==> src/rtl/drum_pkg.sv <==
// Shared types and constants for the drum sequencer block.
package drum_pkg;

   typedef enum logic [1:0] {
      IDLE,
      FIRE,
      COUNT
   } seq_state_t;

   localparam int unsigned VOICE_TONE  = 0;
   localparam int unsigned VOICE_NOISE = 1;
   localparam logic [7:0]  DAC_MID     = 8'h80;
   localparam logic [7:0]  ENV_MAX     = 8'hFF;
   localparam int unsigned NUM_STEPS   = 16;

endpackage

==> src/rtl/drum_envelope.sv <==
// Per-voice exponential-decay amplitude envelope: trigger loads full scale,
// each sample tick removes env >> DECAY_SHIFT (minimum step of 1).
module drum_envelope
   import drum_pkg::*;
#(
   parameter int unsigned DECAY_SHIFT = 4
) (
   input  logic       clk,
   input  logic       reset,
   input  logic       trig,
   input  logic       tick,
   output logic [7:0] env
);

   localparam logic [7:0] THRESH = 8'(1 << DECAY_SHIFT);

   logic [7:0] env_q;

   always_ff @(posedge clk or posedge reset) begin
      if (reset) begin
         env_q <= '0;
      end else if (trig) begin
         env_q <= ENV_MAX;
      end else if (tick) begin
         // Below the threshold the shifted term is zero, so fall back to -1.
         if (env_q >= THRESH) begin
            env_q <= env_q - (env_q >> DECAY_SHIFT);
         end else if (env_q != '0) begin
            env_q <= env_q - 8'd1;
         end
      end
   end

   assign env = env_q;

endmodule

==> src/rtl/drum_sequencer.sv <==
// 16-step drum pattern sequencer: fires tone/noise triggers on a tempo grid and
// mixes enveloped voice samples into a saturated offset-binary DAC word.
module drum_sequencer
   import drum_pkg::*;
#(
   parameter int unsigned STEP_DIV    = 6250000,
   parameter int unsigned SAMPLE_DIV  = 1042,
   parameter int unsigned DECAY_SHIFT = 4
) (
   input  logic       clk,
   input  logic       reset,
   input  logic       run,
   input  logic       pattern_we,
   input  logic [3:0] pattern_addr,
   input  logic [1:0] pattern_wdata,
   input  logic [7:0] tone_sample,
   input  logic [7:0] noise_sample,
   output logic [3:0] step_idx,
   output logic       tone_trig,
   output logic       noise_trig,
   output logic [7:0] dac_out,
   output logic       sample_valid
);

   localparam int unsigned STEP_CW = (STEP_DIV > 2) ? $clog2(STEP_DIV) : 1;
   localparam int unsigned SAMP_CW = (SAMPLE_DIV > 2) ? $clog2(SAMPLE_DIV) : 1;
   localparam logic [STEP_CW-1:0] STEP_LAST = STEP_CW'(STEP_DIV - 1);
   localparam logic [SAMP_CW-1:0] SAMP_LAST = SAMP_CW'(SAMPLE_DIV - 1);

   seq_state_t         state_q;
   logic [3:0]         step_idx_q;
   logic [STEP_CW-1:0] step_cnt_q;
   logic [SAMP_CW-1:0] samp_cnt_q;
   logic [1:0]         pattern_q [NUM_STEPS];
   logic [7:0]         dac_q;
   logic [7:0]         dac_d;
   logic               sample_valid_q;
   logic               tick;
   logic [7:0]         env_tone;
   logic [7:0]         env_noise;

   always_ff @(posedge clk or posedge reset) begin
      if (reset) begin
         state_q    <= IDLE;
         step_idx_q <= '0;
         step_cnt_q <= '0;
      end else begin
         unique case (state_q)
            IDLE: begin
               step_idx_q <= '0;
               step_cnt_q <= '0;
               if (run) state_q <= FIRE;
            end
            FIRE: begin
               if (!run) begin
                  state_q    <= IDLE;
                  step_idx_q <= '0;
                  step_cnt_q <= '0;
               end else begin
                  state_q    <= COUNT;
                  step_cnt_q <= STEP_CW'(1);
               end
            end
            COUNT: begin
               if (!run) begin
                  state_q    <= IDLE;
                  step_idx_q <= '0;
                  step_cnt_q <= '0;
               end else if (step_cnt_q == STEP_LAST) begin
                  state_q    <= FIRE;
                  step_idx_q <= step_idx_q + 4'd1;
                  step_cnt_q <= '0;
               end else begin
                  step_cnt_q <= step_cnt_q + STEP_CW'(1);
               end
            end
            default: state_q <= IDLE;
         endcase
      end
   end

   always_ff @(posedge clk or posedge reset) begin
      if (reset) begin
         for (int unsigned i = 0; i < NUM_STEPS; i++) pattern_q[i] <= '0;
      end else if (pattern_we) begin
         pattern_q[pattern_addr] <= pattern_wdata;
      end
   end

   // Triggers read the pre-edge pattern, so a write landing during FIRE waits a pass.
   assign tone_trig  = (state_q == FIRE) && pattern_q[step_idx_q][VOICE_TONE];
   assign noise_trig = (state_q == FIRE) && pattern_q[step_idx_q][VOICE_NOISE];
   assign tick       = (samp_cnt_q == SAMP_LAST);

   drum_envelope #(.DECAY_SHIFT(DECAY_SHIFT)) u_env_tone (
      .clk   (clk),
      .reset (reset),
      .trig  (tone_trig),
      .tick  (tick),
      .env   (env_tone)
   );

   drum_envelope #(.DECAY_SHIFT(DECAY_SHIFT)) u_env_noise (
      .clk   (clk),
      .reset (reset),
      .trig  (noise_trig),
      .tick  (tick),
      .env   (env_noise)
   );

   logic signed [17:0] s_tone, s_noise, p_tone, p_noise, sum;

   always_comb begin
      s_tone  = $signed({10'd0, tone_sample}) - 18'sd128;
      s_noise = $signed({10'd0, noise_sample}) - 18'sd128;
      p_tone  = s_tone * $signed({10'd0, env_tone});
      p_noise = s_noise * $signed({10'd0, env_noise});
      sum     = (p_tone >>> 8) + (p_noise >>> 8);
      dac_d   = DAC_MID;
      if (sum > 18'sd127) begin
         dac_d = 8'hFF;
      end else if (sum < -18'sd128) begin
         dac_d = 8'h00;
      end else begin
         dac_d = sum[7:0] ^ DAC_MID;
      end
   end

   always_ff @(posedge clk or posedge reset) begin
      if (reset) begin
         samp_cnt_q     <= '0;
         dac_q          <= DAC_MID;
         sample_valid_q <= 1'b0;
      end else begin
         samp_cnt_q     <= tick ? '0 : samp_cnt_q + SAMP_CW'(1);
         sample_valid_q <= tick;
         if (tick) dac_q <= dac_d;
      end
   end

   assign step_idx     = step_idx_q;
   assign dac_out      = dac_q;
   assign sample_valid = sample_valid_q;

endmodule

==> config.mk <==
export PLATFORM = sky130hd
export DESIGN_NAME = drum_sequencer
export DESIGN_NICKNAME = d
export VERILOG_FILES = /design/src/rtl/drum_pkg.sv /design/src/rtl/drum_envelope.sv /design/src/rtl/drum_sequencer.sv
export SDC_FILE = /design/constraint.sdc
export NUM_CORES = 1
export LEC_CHECK = 0
export CORE_MARGIN = 4
export CORE_UTILIZATION = 45
export CTS_CLUSTER_SIZE = 10
export DETAILED_ROUTE_END_ITERATION = 16
export PLACE_DENSITY_LB_ADDON = 0.15
export REMOVE_ABC_BUFFERS = 1
export SYNTH_ARGS = -nofsm -noshare
export SYNTH_HDL_FRONTEND = slang
export SYNTH_SLANG_ARGS = --single-unit
==> constraint.sdc <==
create_clock -name clk -period 8.65 [get_ports clk]
set_clock_uncertainty 0.15 [all_clocks]
set_input_delay 2.595 -clock clk [delete_from_list [all_inputs] [get_ports clk]]
set_output_delay 2.595 -clock clk [all_outputs]
set_load 0.1 [all_outputs]
**Word-level counts from Yosys, hierarchy flattened**

Index checks and enable logic that the tools add are counted.

- $mul: 2
- Bitwise operators: 3
- Eq/ne operators: 7
- $lt $le $gt $ge: 7
- Reductions and logical operators: 15
- Multiplexer cells: 30
- Add/subtract/negate cells: 10

Operators by type and width:

| kind | count |
|---|---|
| 2-to-1 mux 8 bit | 10 |
| case mux 23 bit (3 select lines) | 1 |
| 2-to-1 mux 23 bit | 2 |
| multiplier 9 x 9 -> 18 bit | 2 |
| bitwise mux 32 bit | 1 |
| adder 23 x 1 -> 23 bit, second input constant | 1 |
| == test 23 bit, second input constant | 1 |
| subtractor 8 x 8 -> 9 bit, second input constant | 2 |
| greater-or-equal comparator 8 x 5 -> 1 bit, second input constant | 2 |
| nonzero test 8 bit | 2 |
| subtractor 8 x 1 -> 8 bit, second input constant | 2 |
| subtractor 8 x 4 -> 8 bit | 2 |
| 2-to-1 mux 2 bit | 7 |
| 2-to-1 mux 4 bit | 3 |
| case mux 4 bit (3 select lines) | 1 |
| adder 10 x 10 -> 11 bit | 1 |
| adder 11 x 1 -> 11 bit, second input constant | 1 |
| == test 11 bit, second input constant | 1 |
| greater-than comparator 11 x 8 -> 1 bit, second input constant | 1 |
| less-than comparator 11 x 8 -> 1 bit, second input constant | 1 |
| 2-to-1 mux 11 bit | 1 |
| greater-or-equal comparator 5 bit, second input constant | 2 |
| NOT 4 -> 5 bit | 2 |
| nonzero test 3 bit | 3 |
| 16 further kinds | 22 |

- Register bits after elaboration: 97
- Output and inout port bits: 15

**Depth between registers and ports, before layout**

- Depth after elaboration: 7
- Gate-level depth with buffers: 25
- Mapped depth without buffers: 24

**Hierarchy**

A second synthesis with hierarchy kept.

- Cell total of the unflattened synthesis: 1045
- Area total of the unflattened synthesis: 10316.1 sq um

Modules (own cells, without submodules):

| module | area an instance (sq um) | cells an instance | instances |
|---|---|---|---|
| drum_sequencer | 9195.1 | 925 | 1 |
| drum_envelope | 560.5 | 60 | 2 |

**Least setup slack after synthesis**

OpenSTA, ideal clock, no wires.

- Path kind: input to register
- Start: input port noise_sample[7]
- End: register dac_q[0] (netlist: dac_out[0])
- Arrival: 7959 ps
- Library setup time: 123 ps
- Required time: 8377 ps
- Slack: 418 ps
- Path buffers: 0
- Stages on the path: 22
- Path through: nand2b_1 fa_1 inv_1 fa_1 inv_1 fa_1 inv_1 fa_1 ha_1 nor3_1 o21ai_0 a31oi_1 o21bai_1 a211oi_1 nor3_1 ha_1 nand3_1 a211oi_1 o311ai_0 a2111oi_0 o21ai_0 o221a_2

- Longest elaborated chain between the ends: 6
- Elaborated cells between the ends (all ways): 7
- Classes of those cells: 2 x add/sub; 1 x mul; 2 x order compare; 2 x mux

RTL lines:

| item | RTL line | source |
|---|---|---|
| start, declared | drum_sequencer.sv:17 | `input logic [7:0] noise_sample,` |
| subtractor 8 x 8 -> 9 bit * | drum_sequencer.sv:115 | `s_noise = $signed({10'd0, noise_sample}) - 18'sd128;` |
| multiplier 9 x 9 -> 18 bit * | drum_sequencer.sv:117 | `p_noise = s_noise * $signed({10'd0, env_noise});` |
| adder 10 x 10 -> 11 bit * | drum_sequencer.sv:118 | `sum = (p_tone >>> 8) + (p_noise >>> 8);` |
| less-than comparator 11 x 8 -> 1 bit | drum_sequencer.sv:122 | `end else if (sum < -18'sd128) begin` |
| 2-to-1 mux 8 bit | drum_sequencer.sv:122 |  |
| 2-to-1 mux 8 bit * | drum_sequencer.sv:120 | `if (sum > 18'sd127) begin` |
| end signal, assigned | drum_sequencer.sv:132 | `dac_q <= DAC_MID;` |
| end signal, assigned | drum_sequencer.sv:137 | `if (tick) dac_q <= dac_d;` |
| end, declared | drum_sequencer.sv:35 | `logic [7:0] dac_q;` |

Mark *: on every way between the ends. The rest lies on a longest branch, timed or not.
A chain may end at the register's enable or synchronous reset.

**Final worst setup path**

- Start: input port noise_sample[5]
- End: register dac_q[0] (netlist: dac_out[0])

Same word-level chain as after synthesis.

==> flow_summary.yaml <==
die:
  start_util_pct: 45.7
  die_y_um: 160
  core-area_sq_mm: 0.0226
  die_w_um: 160
  ioPinCount: 41
  rows: 55
  die_area_sq_mm: 0.0255
cells_and_area:
  syn_to_final_growth_pct: 18.3
  final_common_cell: "inv_1"
  final_nets: 1421
  fillers: 2079
  fin_cells: 1482
  n_antenna_cell: 0
  mostFrequentLayoutCells: "inv_1 (144), fa_1 (111), buf_4 (105)"
  layout-drive-gt1-share_pct: 16.8
worst_setup_path:
  end_kind: "flop"
  crit_path_frequent_cell: "fa_1"
  cp_max_fo: 7
  startpoint_type: "input pin"
  crit_type: "in -> reg"
  arrival_ns: 8.45
  critPathMaxStageDelay_ns: 0.57
  required_ns: 8.73
  crit_path_top_delay_cell: "fa_1"
detailed_routing:
  wl_met3_um: 344
  vias: 7583
  wl_per_cell_um: 14.6
  top_layer: "met4"
  post_drt_via_cell_ratio: 5.12
  met1Wirelength_um: 10500
  final_antenna_net_count: 0
  first_iter_violations: 295
  firstDrtPassIters: 4
  wl_um: 21700
  drc_errors: 0
  wl_met2_um: 10600
yosys:
  synth.cell_area_sq_mm: 0.0104
  ys_ff_latch: 97
  synth_top_area_share_pct: 23.2
  ys.warnings.count: 0
  synth_edf_count: 0
  ys_seq_area_share_pct: 23.5
  async_reset_ff_share_pct: 100
  synth_top_flop_cell: "dfrtp_1"
  synthCells: 1060
  synthDistinctLibCells: 62
  yosysTopAreaCell: "dfrtp_1"
  syn_area_per_cell_sq_um: 9.77
  yosys-top-cells-area: "dfrtp_1 (23%), fa_1 (22%), ha_1 (11%)"
clock_network:
  clkTransAtPathRegs_ns: 0.07
  ctsHoldBuffers: 0
  cts_sinks: 97
  cts_tree: "yes"
  clk_latency_ns: 0.35
  clock_path_buffers: 2
  cts-buffers-inserted: 9
  clock-root-buffer: "clkbuf_16"
  cts_max_level: 3
global_route:
  grt_antenna_before_repair: 0
  grt_pass1_wl_um: 38300
  first_global_vias: 8152
  grt_util_all_layers_pct: 17.7
  grt_max_degree: 52
  grt_overflow: 0
sta:
  max_slew_margin_pct: 31.3
  worstMarginPinSlew_ns: 1.03
  max_clock_freq_ghz: 0.119
  rsz0062_at_grt: "false"
  hold_viol: 0
  slew_viol_final: 0
  finalCriticalPeriod_ns: 8.37
  setup_tns_ns: 0
  setup_viol: 0
  min_period_over_period_pct: 96.8
placement:
  io_buffers: 40
  place_congestion: 0.831
  dpl.hpwl_um: 17700
  dpl.cell_count: 1463
status:
  outcome: "finished, final reports clean"
flow_run:
  max_cap_violations: 0
min_path:
  hold_path_class: "reg -> reg"
[final cells by class]
cell class	instances	area, sq um	share of cell area [%]
clock buffer	9	225	1.84
timing repair buffer	146	1210	9.92
tap	285	357	2.91
inverter	147	554	4.52
sequential	97	2430	19.8
clock inverter	7	109	0.889
multi-input combinational	791	7360	60.1
[per-layer routing]
layer / global-route usage [%] / up-vias
met3: 1.50 / 13
met1: 24.8 / 3751
li1: - / 3761
met5: 0 / -
met4: 3.23 / 0
met2: 30.5 / 58
[timing repair]
item                       4_1_cts  5_1_grt
buffers inserted                 1        2
setup endpoints to repair        7        7
resized for setup                7       32
pin swaps                        2        7
[worst paths after layout]
path,from,to,slack [ns],cells after the start
min reg2reg,samp_cnt_q[5]$_DFF_PP0_,samp_cnt_q[5]$_DFF_PP0_,0.35,1
min in group asynchronous,reset,step_cnt_q[0]$_DFFE_PP0N_,2.52,2
max,noise_sample[5],dac_out[0]$_DFFE_PP0P_,0.28,26
max in group asynchronous,reset,step_cnt_q[2]$_DFFE_PP0N_,4.76,3
max reg2reg,u_env_noise.env[2]$_DFFE_PP0P_,dac_out[0]$_DFFE_PP0P_,2.37,20
min,samp_cnt_q[5]$_DFF_PP0_,samp_cnt_q[5]$_DFF_PP0_,0.35,1
[through the flow]
stage               hold slack [ns]  setup slack, ns  util, %  area (sq um)
global route                  0.367          0.00890     54.1         12300
finish                        0.348            0.278     54.1         12300
CTS                           0.352           0.0186     53.6         12100
global placement              0.329           -0.448     52.0         11800
detailed placement            0.338           -0.553     52.0         11800
floorplan                     0.311            0.402        -         10200
[cells by family after synthesis]
| kind of cell | Yosys count | synth area share, % |
|---|---|---|
| compound gates | 120 | 8.01 |
| xor+xnor | 62 | 5.24 |
| fa+ha+maj | 203 | 32.7 |
| buf+inv | 172 | 6.39 |
| flops | 97 | 23.5 |
| mux | 45 | 5.95 |
| simple gates | 361 | 18.3 |
[Yosys cell counts (all sizes together), types with 4 or more instances]
cell type,instances
a211oi,6
nor4,7
a21o,14
nand4b,4
and3,6
fa,112
and2,76
nand2b,26
nand2,84
nand3,23
a31oi,6
a21oi,20
ha,91
nor2,67
mux4,10
xnor2,36
o21ai,38
nand4,13
clkbuf,20
nand3b,7
nor3,16
buf,5
mux2,32
o21bai,6
o311ai,4
nor2b,13
or3,4
o221a,6
inv,147
xor2,26
o211ai,4
dfrtp,96
[critical path, delay by kind of cell]
family	cells	cell delay, ns
AOI/OAI and AO/OA	7	1.08
xor gates and xnor gates	1	0.23
adders and majority gates	6	2.65
buffers and inverters	7	1.13
muxes	1	0.26
and+or+nand+nor	4	0.47
[sequential cells by signal (all words and copies together), names as in the netlist]
register / cells
u_env_tone.env: 8
pattern_q: 32
sample_valid: 1
step_idx: 4
u_env_noise.env: 8
step_cnt_q: 23
state_q: 2
samp_cnt_q: 11
dac_out: 8
Power is left out: the tool's default activity adds up to more than one toggle a clock period on the data nets, which glitch-free logic cannot reach.
